==> config.mk <==
export PLATFORM = sky130hd
export DESIGN_NAME = store_buffer
export DESIGN_NICKNAME = d
export VERILOG_FILES = /design/src/rtl/store_buffer.sv
export SDC_FILE = /design/constraint.sdc
export NUM_CORES = 1
export LEC_CHECK = 0
export CAP_MARGIN = 5
export CORE_UTILIZATION = 30
export CTS_CLUSTER_DIAMETER = 150
export DETAILED_ROUTE_END_ITERATION = 8
export PLACE_DENSITY = 0.59
export SLEW_MARGIN = 20
export SYNTH_ARGS = -nofsm -noshare
export SYNTH_HDL_FRONTEND = slang
export SYNTH_SLANG_ARGS = --single-unit
==> constraint.sdc <==
create_clock -name clk -period 9.04 [get_ports clk]
set_input_delay 1.808 -clock clk [delete_from_list [all_inputs] [get_ports clk]]
set_output_delay 1.808 -clock clk [all_outputs]
set_load 0.01 [all_outputs]
==> src/rtl/store_buffer.sv <==
// rtl/store_buffer.sv - posted-write store buffer with in-order bus drain and load hazard check
// Optional load forwarding from pending stores when STORE_BUF_FWD_EN is defined.
module store_buffer #(
    parameter int DEPTH = 4,
    parameter int CNT_W = $clog2(DEPTH) + 1
) (
    input  logic             clk,
    input  logic             reset,
    input  logic             st_valid,
    input  logic [31:0]      st_addr,
    input  logic [31:0]      st_data,
    input  logic [3:0]       st_byte_en,
    output logic             st_stall,
    input  logic             ld_valid,
    input  logic [31:0]      ld_addr,
    output logic             ld_stall,
    output logic             ld_fwd_hit,
    output logic [31:0]      ld_fwd_data,
    output logic             bus_valid,
    output logic [31:0]      bus_addr,
    output logic [31:0]      bus_data,
    output logic [3:0]       bus_byte_en,
    input  logic             bus_ready,
    output logic             empty,
    output logic [CNT_W-1:0] count
);
    localparam int PTR_W = $clog2(DEPTH);

    logic [29:0]      ent_addr [DEPTH];
    logic [31:0]      ent_data [DEPTH];
    logic [3:0]       ent_be   [DEPTH];
    logic [PTR_W-1:0] head;
    logic [PTR_W-1:0] tail;
    logic [CNT_W-1:0] count_q;

    logic full;
    logic st_real;
    logic push;
    logic pop;

    logic unused_addr_lsbs;
    assign unused_addr_lsbs = ^{st_addr[1:0], ld_addr[1:0]};

    assign empty     = (count_q == '0);
    assign full      = (count_q == CNT_W'(DEPTH));
    assign st_real   = st_valid && (st_byte_en != 4'b0000);
    // A full buffer refuses the store even if the head retires this cycle.
    assign push      = st_real && !full;
    assign st_stall  = st_real && full;
    assign bus_valid = !empty;
    assign pop       = bus_valid && bus_ready;

    assign bus_addr    = {ent_addr[head], 2'b00};
    assign bus_data    = ent_data[head];
    assign bus_byte_en = ent_be[head];
    assign count       = count_q;

    always_ff @(posedge clk) begin
        if (reset) begin
            head    <= '0;
            tail    <= '0;
            count_q <= '0;
        end else begin
            if (push)
                tail <= tail + PTR_W'(1);
            if (pop)
                head <= head + PTR_W'(1);
            if (push && !pop)
                count_q <= count_q + CNT_W'(1);
            else if (!push && pop)
                count_q <= count_q - CNT_W'(1);
        end
    end

    always_ff @(posedge clk) begin
        if (push) begin
            ent_addr[tail] <= st_addr[31:2];
            ent_data[tail] <= st_data;
            ent_be[tail]   <= st_byte_en;
        end
    end

    // Walk occupied entries oldest to youngest so younger lanes win the merge.
    logic             match;
    logic [31:0]      merged_data;
    logic [3:0]       merged_be;
    logic [PTR_W-1:0] idx;

    always_comb begin
        match       = 1'b0;
        merged_data = '0;
        merged_be   = '0;
        idx         = '0;
        for (int k = 0; k < DEPTH; k++) begin
            idx = head + PTR_W'(k);
            if ((CNT_W'(k) < count_q) && (ent_addr[idx] == ld_addr[31:2])) begin
                match = 1'b1;
                for (int b = 0; b < 4; b++) begin
                    if (ent_be[idx][b]) begin
                        merged_data[8*b +: 8] = ent_data[idx][8*b +: 8];
                        merged_be[b]          = 1'b1;
                    end
                end
            end
        end
    end

`ifdef STORE_BUF_FWD_EN
    assign ld_fwd_hit  = ld_valid && match && (merged_be == 4'b1111);
    assign ld_fwd_data = ld_fwd_hit ? merged_data : '0;
    assign ld_stall    = ld_valid && match && !ld_fwd_hit;
`else
    logic unused_merge;
    assign unused_merge = ^{merged_data, merged_be};
    assign ld_fwd_hit   = 1'b0;
    assign ld_fwd_data  = '0;
    assign ld_stall     = ld_valid && match;
`endif

endmodule

# Word-level counts from Yosys, hierarchy flattened
# Memories as Yosys holds them, arrays and structs flattened. A register that Yosys moved wholly into a read port is not among the register bits.
# Cells that the tools add are included.
# W data, S select, Z words.
dict set report word_totals {
  reg_bits 7
  latch_bits 0
  mem_bits_rw 264
  mem_bits_ro 0
  in_bits 105
  out_inout_bits 108
  wordCells 53
  mem_count 3
}
dict set report op_classes {
  add_sub_neg 6
  n_mul 0
  n_div 0
  order_cmp 4
  eq_ne 5
  shift 0
  muxes 14
  bitwise 0
  reduce_logical 18
}
# name depth word_bits read_ports rd_ports_with_merged_regs wr line_no
set memory_table {}
lappend memory_table {ent_data 4 32 1 1 1 30} ;# logic [31:0] ent_data [DEPTH];
lappend memory_table {ent_addr 4 30 4 1 1 29} ;# logic [29:0] ent_addr [DEPTH];
lappend memory_table {ent_be 4 4 1 1 1 31} ;# logic [3:0] ent_be [DEPTH];
# operator count
set ops {}
lappend ops {{$eq A30 B30 Y1} 4}
lappend ops {{$mux W2} 6}
lappend ops {{$logic_and A1 B1 Y1} 11}
lappend ops {{$lt A1 B3 Y1 const A} 2}
lappend ops {{$lt A2 B3 Y1 const A} 2}
lappend ops {{$mux W1} 6}
lappend ops {{$mux W3} 2}
lappend ops {{$add A2 B1 Y2 const B} 2}
lappend ops {{$add A2 B2 Y2 const B} 2}
lappend ops {{$logic_not A1 Y1} 4}
lappend ops {{$reduce_bool A4 Y1} 1}
lappend ops {{$add A3 B1 Y3 const B} 1}
lappend ops {{$eq A3 B3 Y1 const B} 1}
lappend ops {{$logic_not A3 Y1} 1}
lappend ops {{$sub A3 B1 Y3 const B} 1}
lappend ops {{$reduce_bool A2 Y1} 1}

# Depth between registers and ports, before layout
# Gate-level depths: netlist of run 1.
# An unclocked memory read counts as a cell.
dict set report logic_depth {
  ltp_word 8
  ltp_mapped 11
  ltp_nobuf 9
}

# Least setup slack after synthesis of run 1
# Ideal clock, no wire load.
dict set report synth_path {
  kind {in2out}
  from {input port ld_addr[29]}
  to {output port ld_stall}
  t_arrival_ns 3.499
  t_required_ns 7.232
  path_slack_ns 3.733
  stages 6
  path_buffers 1
  cell_sequence {buf_1 > o22ai_1 > or4_1 > or4_1 > a2111oi_2 > o41a_1}
}
dict set report synth_via {
  elab_chain_cells 7
  elab_cells_between_ends 13
  classes_between {eq/ne (4); mux (4); reduce/logical (5)}
}
# element line_no
set synth_rtl {}
lappend synth_rtl {{start: declaration} 15} ;# input logic [31:0] ld_addr,
lappend synth_rtl {{$eq A30 B30 Y1} 96} ;# if ((CNT_W'(k) < count_q) && (ent_addr[idx] == ld_addr[31:2])) begin
lappend synth_rtl {{$logic_and A1 B1 Y1} 96}
lappend synth_rtl {{$mux W1 (3 in a row)} 96}
lappend synth_rtl {{$mux W1 (*)} 96}
lappend synth_rtl {{$logic_and A1 B1 Y1 (*)} 117} ;# assign ld_stall = ld_valid && match;
lappend synth_rtl {{end: declaration} 16} ;# output logic ld_stall,
# Mark *: on every way between the ends. The rest lies on a longest branch, timed or not.

# Worst setup path after layout of run 1
dict set report layout_path {
  from {input port ld_addr[27]}
  to {output port ld_stall}
}
# Same word-level chain as after synthesis.

==> results of run 1 <==
-- per-stage QoR --
step | hold WS [ns] | total power, µW | instances | worst slack (ns) | utilization [%]
6_report | 0.5542 | 4890 | 1669 | 2.482 | 37.31
3_3_place_gp | 0.5357 | 3658 | 1608 | 2.492 | 35.04
2_1_floorplan | 0.5136 | 2905 | 910 | 3.733 | -
5_1_grt | 0.5951 | 5127 | 1667 | 2.286 | 37.30
3_5_place_dp | 0.5515 | 3659 | 1608 | 2.498 | 35.04
4_1_cts | 0.5569 | 4950 | 1664 | 2.508 | 37.29
-- sequential cells by signal, indices dropped and copies added (netlist names), named ones only --
name and count:
tail 2, count 3, ent_be 16, ent_data 128
ent_addr 120, head 2
-- synthesized netlist by cell type, types with 3 or more instances --
master     instances  area [µm²]
a22oi_1            9       67.56
o211ai_1           3       22.52
o2111ai_1          3       26.28
ha_1               9       112.6
inv_1             14       52.55
buf_2             16       80.08
buf_4             39       292.8
nor2_1            29       108.9
nand4_1           10       62.56
buf_6              3       33.78
a221oi_1           3       26.28
a2bb2oi_1          5       43.79
nor4_1            14       87.58
nand2_1           16       60.06
o22ai_1           12       75.07
xor2_1            34       297.8
dfxtp_1            9       180.2
o21ai_0           14       70.07
or4_1              3       22.52
o221ai_1           4       35.03
mux2i_1           93       930.9
mux2_2            10       112.6
clkbuf_1          20       75.07
nor3_1             4       20.02
a21oi_1           20       100.1
xnor2_1           58       508.0
buf_1             14       52.55
edfxtp_1         264        7928
a2111oi_0          5       43.79
and2_1             4       25.02
nand3_1            6       30.03
mux4_2            98        2207
-- per-layer routing --
layer | GRT usage (%) | part of all wire (%)
met5 | 0 | 0.17
met4 | 3.981 | 1.7
met3 | 5.289 | 10
met2 | 25.70 | 47
met1 | 20.92 | 41
-- final cells by class --
cell class                 count  share of cell area (%)
sequential                   273                   46.86
multi-input combinational    530                   31.93
timing repair buffer         183                   10.42
clock buffer                  38                   4.858
tap                          607                   4.381
clock inverter                18                   1.155
inverter                      15                  0.3248
antenna                        5                 0.07218
-- power groups by stage --
| stage | clock network, µW | logic (µW) | registers [µW] |
|---|---|---|---|
| final | 1270 | 1910 | 1710 |
| after global routing | 1350 | 2050 | 1730 |
| after CTS | 1300 | 1940 | 1710 |
| after detailed placement | 0 | 1920 | 1740 |
| after global placement | 0 | 1930 | 1730 |
| after floorplan | 0 | 1260 | 1640 |
-- worst paths after layout --
kind | from | endpoint | slack [ns] | depth (start not counted)
worst max-delay path | ld_addr[27] | ld_stall | 2.48 | 8
worst min-delay path | tail[1] | tail[1] | 0.55 | 2
worst max register to register | count[0] | ent_data[1][6] | 5.90 | 5
worst min register to register | tail[1] | tail[1] | 0.55 | 2
-- cells by family after synthesis --
kind of cell	after synthesis	share of synthesized area [%]
AND/OR/NAND/NOR	94	3.409
AO/OA/AOI/OAI	95	4.714
buffers and inverters	107	4.190
adder cells (fa/ha/maj)	9	0.7989
XOR/XNOR	92	5.717
flip-flops	273	57.52
other	1	0.02661
multiplexers	205	23.62
-- worst max-delay path, cell delays in order --
cell,delay [ns]
clkdlybuf4s50_1,0.84
a2bb2oi_1,0.22
o211ai_1,0.13
a2111oi_0,0.45
nand3_1,0.15
a2111oi_2,0.37
o41a_1,0.23
clkdlybuf4s50_1,0.55
==> flow_summary.yaml, run 1 <==
run_status:
  status: "complete, no violations"
power_and_ir_drop:
  p_sw_uw: 1606
  vdd_drop_max_mv: 0.1693
  p_int_uw: 3284
  seqPwrFrac_pct: 34.9
  p_per_area_mw_per_mm2: 282.1
  netSwitchingFraction_pct: 32.84
  pwr-share-clk_pct: 26.0
  p_leak_uw: 0.005405
  pwr-share-comb_pct: 39.1
cells_and_area:
  ff_latch_area_mm2: 0.008123
  multi_input_area_mm2: 0.005534
  final_cell_mix: "edfxtp_1 (264), clkdlybuf4s50_1 (173), mux4_2 (98)"
  final_common_cell: "edfxtp_1"
  fin_nets: 1147
  area_growth_pct: 22.98
  fillCellCount: 4417
  stdcell_area_mm2: 0.01733
  layout-drive-gt1-share_pct: 16.93
die:
  die_h_um: 218.8
  core_area_mm2: 0.04646
  start_util_pct: 30.34
  dieArea_mm2: 0.04785
  io_pins: 213
  placementRows: 79
  die_w_um: 218.8
timing:
  rsz0062_at_grt: "no"
  skew_ns: 0.01436
  finalCritPeriodShare_pct: 72.55
  setup_violations: 0
  period_minus_slack_ns: 6.558
  worst_pin_slew_ns: 0.8769
  fmax_mhz: 152.5
  max-slew-margin-rel_pct: 41.54
  tns_ns: 0
  slew_violations: 0
  hold_viol_final: 0
global_routing:
  grt_usage_pct: 16.06
  grt_overflow: 0
  grt_start_max_net_pins: 55
  grt_pass1_wl_um: 56550
  grt_pass1_vias: 8642
  antenna_found_initial: 9
synthesis:
  syn_area_mm2: 0.01409
  synth-edff-count: 264
  avgSynthCellArea_um2: 16.09
  yosysWarnings: 0
  synth.distinct_cells: 57
  synth_ff_type: "edfxtp_1"
  syn_inst: 876
  ys_seq_area_share_pct: 57.52
  async_flop_share_pct: 0
  ys_ff_latch: 273
drt:
  vias: 8541
  drt_iter0_drc: 686
  vias_per_cell: 5.117
  drc_errors: 0
  wl_per_cell_um: 23.14
  antenna_left: 0
  drt_pass1_iterations: 5
  wl_um: 38620
critical_path:
  critPathArrivalTime_ns: 4.75
  criticalPathCategory: "in2out"
  cp_max_fo: 13
  cp-end-kind: "output pin"
  worstSetupStartpointType: "primary input"
  cp.required_ns: 7.23
clock_network:
  worstSkewPairLatency_ns: 0.57
  cts.sinks: 273
  clk_path_buf_depth: 3
  ctsHoldBuffers: 0
  numCtsBuffers: 30
  cts_tree: "done"
  ctsRootBufferMaster: "clkbuf_16"
  h-tree-depth: 1
  post_cts_buffers: 0
  cts_resized: 0
  clkTransAtPathRegs_ns: 0.06
place:
  gp_congestion: 0.9359
  port_buffers: 173
  dp_hpwl_um: 27260
  post_dp_cell_area_mm2: 0.01628
worst_hold_path:
  hp-class: "reg2reg"
flow_run:
  drv_cap: 0
Note: power is estimated with default switching activity, not from simulation.
==> inputs of run 2 (changes only) <==
==> constraint.sdc (replaced) <==
create_clock -name clk -period 6.5 [get_ports clk]
set_input_delay 1.3 -clock clk [delete_from_list [all_inputs] [get_ports clk]]
set_output_delay 1.3 -clock clk [all_outputs]
set_load 0.01 [all_outputs]
==> run 2 against run 1 <==
Effect of this change: via count barely moved; worst hold slack gained 0.025 ns; first-iteration DRC count fell by 28%; sequential share of layout area is 0.088 points higher; largest power group unchanged; final area down 0.19%; critical path depth is 1 higher; critical path type is now reg2out; highest routed layer unchanged.
==> flow_summary.yaml, run 2 (synthesized netlist as in run 1, its figures left out) <==
place:
  port_buffers: 173
  dp_hpwl_um: 27560
  gp_congestion: 0.9074
critical_path:
  critPathSlowestCell: "dfxtp_4"
  max_stage_delay_ns: 0.80
  cp.required_ns: 5.20
  criticalPathCategory: "reg2out"
  path_cells: "buf_4 > mux4_2 > xnor2_1 > nand4_1 > a2111oi_0 > nand3_1 > a2111oi_2 > o41a_1 > clkdlybuf4s50_1"
  r2r_cells: 5
  cp_max_fo: 39
  critPathArrivalTime_ns: 4.38
  worstSetupStartpointType: "register"
  cp-end-kind: "output pin"
power_and_ir_drop:
  p_per_area_mw_per_mm2: 390.4
  seqPwrFrac_pct: 36.3
  pwr-share-clk_pct: 25.1
  pwr-share-comb_pct: 38.6
  p_int_uw: 4502
  p_sw_uw: 2253
  netSwitchingFraction_pct: 33.36
  p_leak_uw: 0.005413
  vdd_drop_max_mv: 0.2505
global_routing:
  grt_pass1_wl_um: 56950
  grt_usage_pct: 16.20
  grt_pass1_vias: 8812
  antenna_found_initial: 5
  grt_overflow: 0
  grt_start_max_net_pins: 59
drt:
  wl_um: 39110
  drc_errors: 0
  antenna_left: 0
  wl_per_cell_um: 23.43
  vias: 8545
  drt_pass1_iterations: 5
  vias_per_cell: 5.120
  drt_iter0_drc: 491
cells_and_area:
  largestRegisters: "ent_data x128, ent_addr x120, ent_be x16"
  fin_nets: 1152
  top_register: "ent_data"
  final_common_cell: "edfxtp_1"
  largest_reg_flops: 128
  postLayoutCoreUtil_pct: 37.24
  final_cell_mix: "edfxtp_1 (264), clkdlybuf4s50_1 (173), mux4_2 (98)"
  area_growth_pct: 22.75
  layout-drive-gt1-share_pct: 16.97
flow_run:
  drv_cap: 0
timing:
  period_minus_slack_ns: 5.681
  tns_ns: 0
  slew_violations: 0
  setup_violations: 0
  fmax_mhz: 176.0
  skew_ns: 0.009662
  max-slew-margin-rel_pct: 39.87
  worst_pin_slew_ns: 0.9020
  finalCritPeriodShare_pct: 87.40
  hold_viol_final: 0
  rsz0062_at_grt: "no"
die:
  die_w_um: 218.8
  io_pins: 213
  placementRows: 79
  start_util_pct: 30.34
  dieArea_mm2: 0.04785
  core_area_mm2: 0.04646
  die_h_um: 218.8
clock_network:
  cts_tree: "done"
  ctsHoldBuffers: 0
  worstSkewPairLatency_ns: 0.59
  numCtsBuffers: 31
  clk_path_buf_depth: 3
  ctsRootBufferMaster: "clkbuf_16"
  cts_resized: 0
  clkTransAtPathRegs_ns: 0.06
  cts.sinks: 273
  post_cts_buffers: 0
  h-tree-depth: 1
worst_hold_path:
  hold_depth: 2
  hp-class: "reg2reg"
run_status:
  status: "complete, no violations"
==> run 2: cell count changes in the layout (fill, tap and decap cells not counted) <==
cell / before / now
clkinv_2: 5 / 10
buf_4: 10 / 14
clkbuf_8: 4 / 0
diode_2: 5 / 1
clkbuf_1: 3 / 6
clkinvlp_4: 3 / 0
bufinv_16: 4 / 3
clkinv_4: 1 / 0
clkinv_8: 0 / 1
inv_16: 0 / 1
inv_6: 1 / 0
==> run 2: final cells by class <==
type | count | area [µm²]
fillers | 4417 | 29160
flip-flops and latches | 273 | 8123
multi-input cells | 530 | 5534
repair buffers | 187 | 1837
clock buffers | 37 | 798.3
well taps | 607 | 759.5
clock inverters | 19 | 191.4
inverters | 15 | 56.30
diodes | 1 | 2.502
==> run 2: worst paths after layout <==
kind	from	end	slack [ns]
hold reg to reg	tail[1]	tail[1]	0.58
setup reg to reg	count[0]	ent_addr[2][18]	3.38
setup / recovery	head[0]	ld_stall	0.82
hold / removal	tail[1]	tail[1]	0.58
==> run 2: layer usage <==
| metal | track usage [%] | vias up | part of all wire [%] |
|---|---|---|---|
| met5 | 0 | - | 0.17 |
| met2 | 26.33 | 329 | 47 |
| li1 | - | 3796 | - |
| met4 | 3.843 | 10 | 2.4 |
| met1 | 20.60 | 4339 | 42 |
| met3 | 5.637 | 71 | 9.0 |
==> run 2: critical path, delay by kind of cell, from the launching register on <==
| family | cells | cell delay [ns] |
|---|---|---|
| compound gates | 3 | 0.96 |
| xor+xnor | 1 | 0.24 |
| buf+inv | 2 | 0.88 |
| flops | 1 | 0.80 |
| mux | 1 | 0.53 |
| simple gates | 2 | 0.35 |
==> run 2: power groups by stage <==
stage          Sequential (µW)  Combinational [µW]  Clock (µW)
3_3_place_gp              2480                2630           0
3_5_place_dp              2490                2620           0
2_1_floorplan             2290                1750           0
4_1_cts                   2460                2640        1740
6_report                  2450                2610        1700
5_1_grt                   2490                2790        1790
==> run 2: stage by stage <==
stage | instances | total power, µW | hold WS, ns | worst slack (ns) | cell area [µm²]
after floorplan | 910 | 4040 | 0.5136 | 2.209 | 14220
after global placement | 1612 | 5114 | 0.5463 | 0.9455 | 16310
after detailed placement | 1612 | 5117 | 0.5737 | 0.9533 | 16310
after CTS | 1668 | 6837 | 0.5859 | 0.7786 | 17300
after global routing | 1668 | 7076 | 0.6199 | 0.5740 | 17300
final | 1669 | 6755 | 0.5791 | 0.8189 | 17300
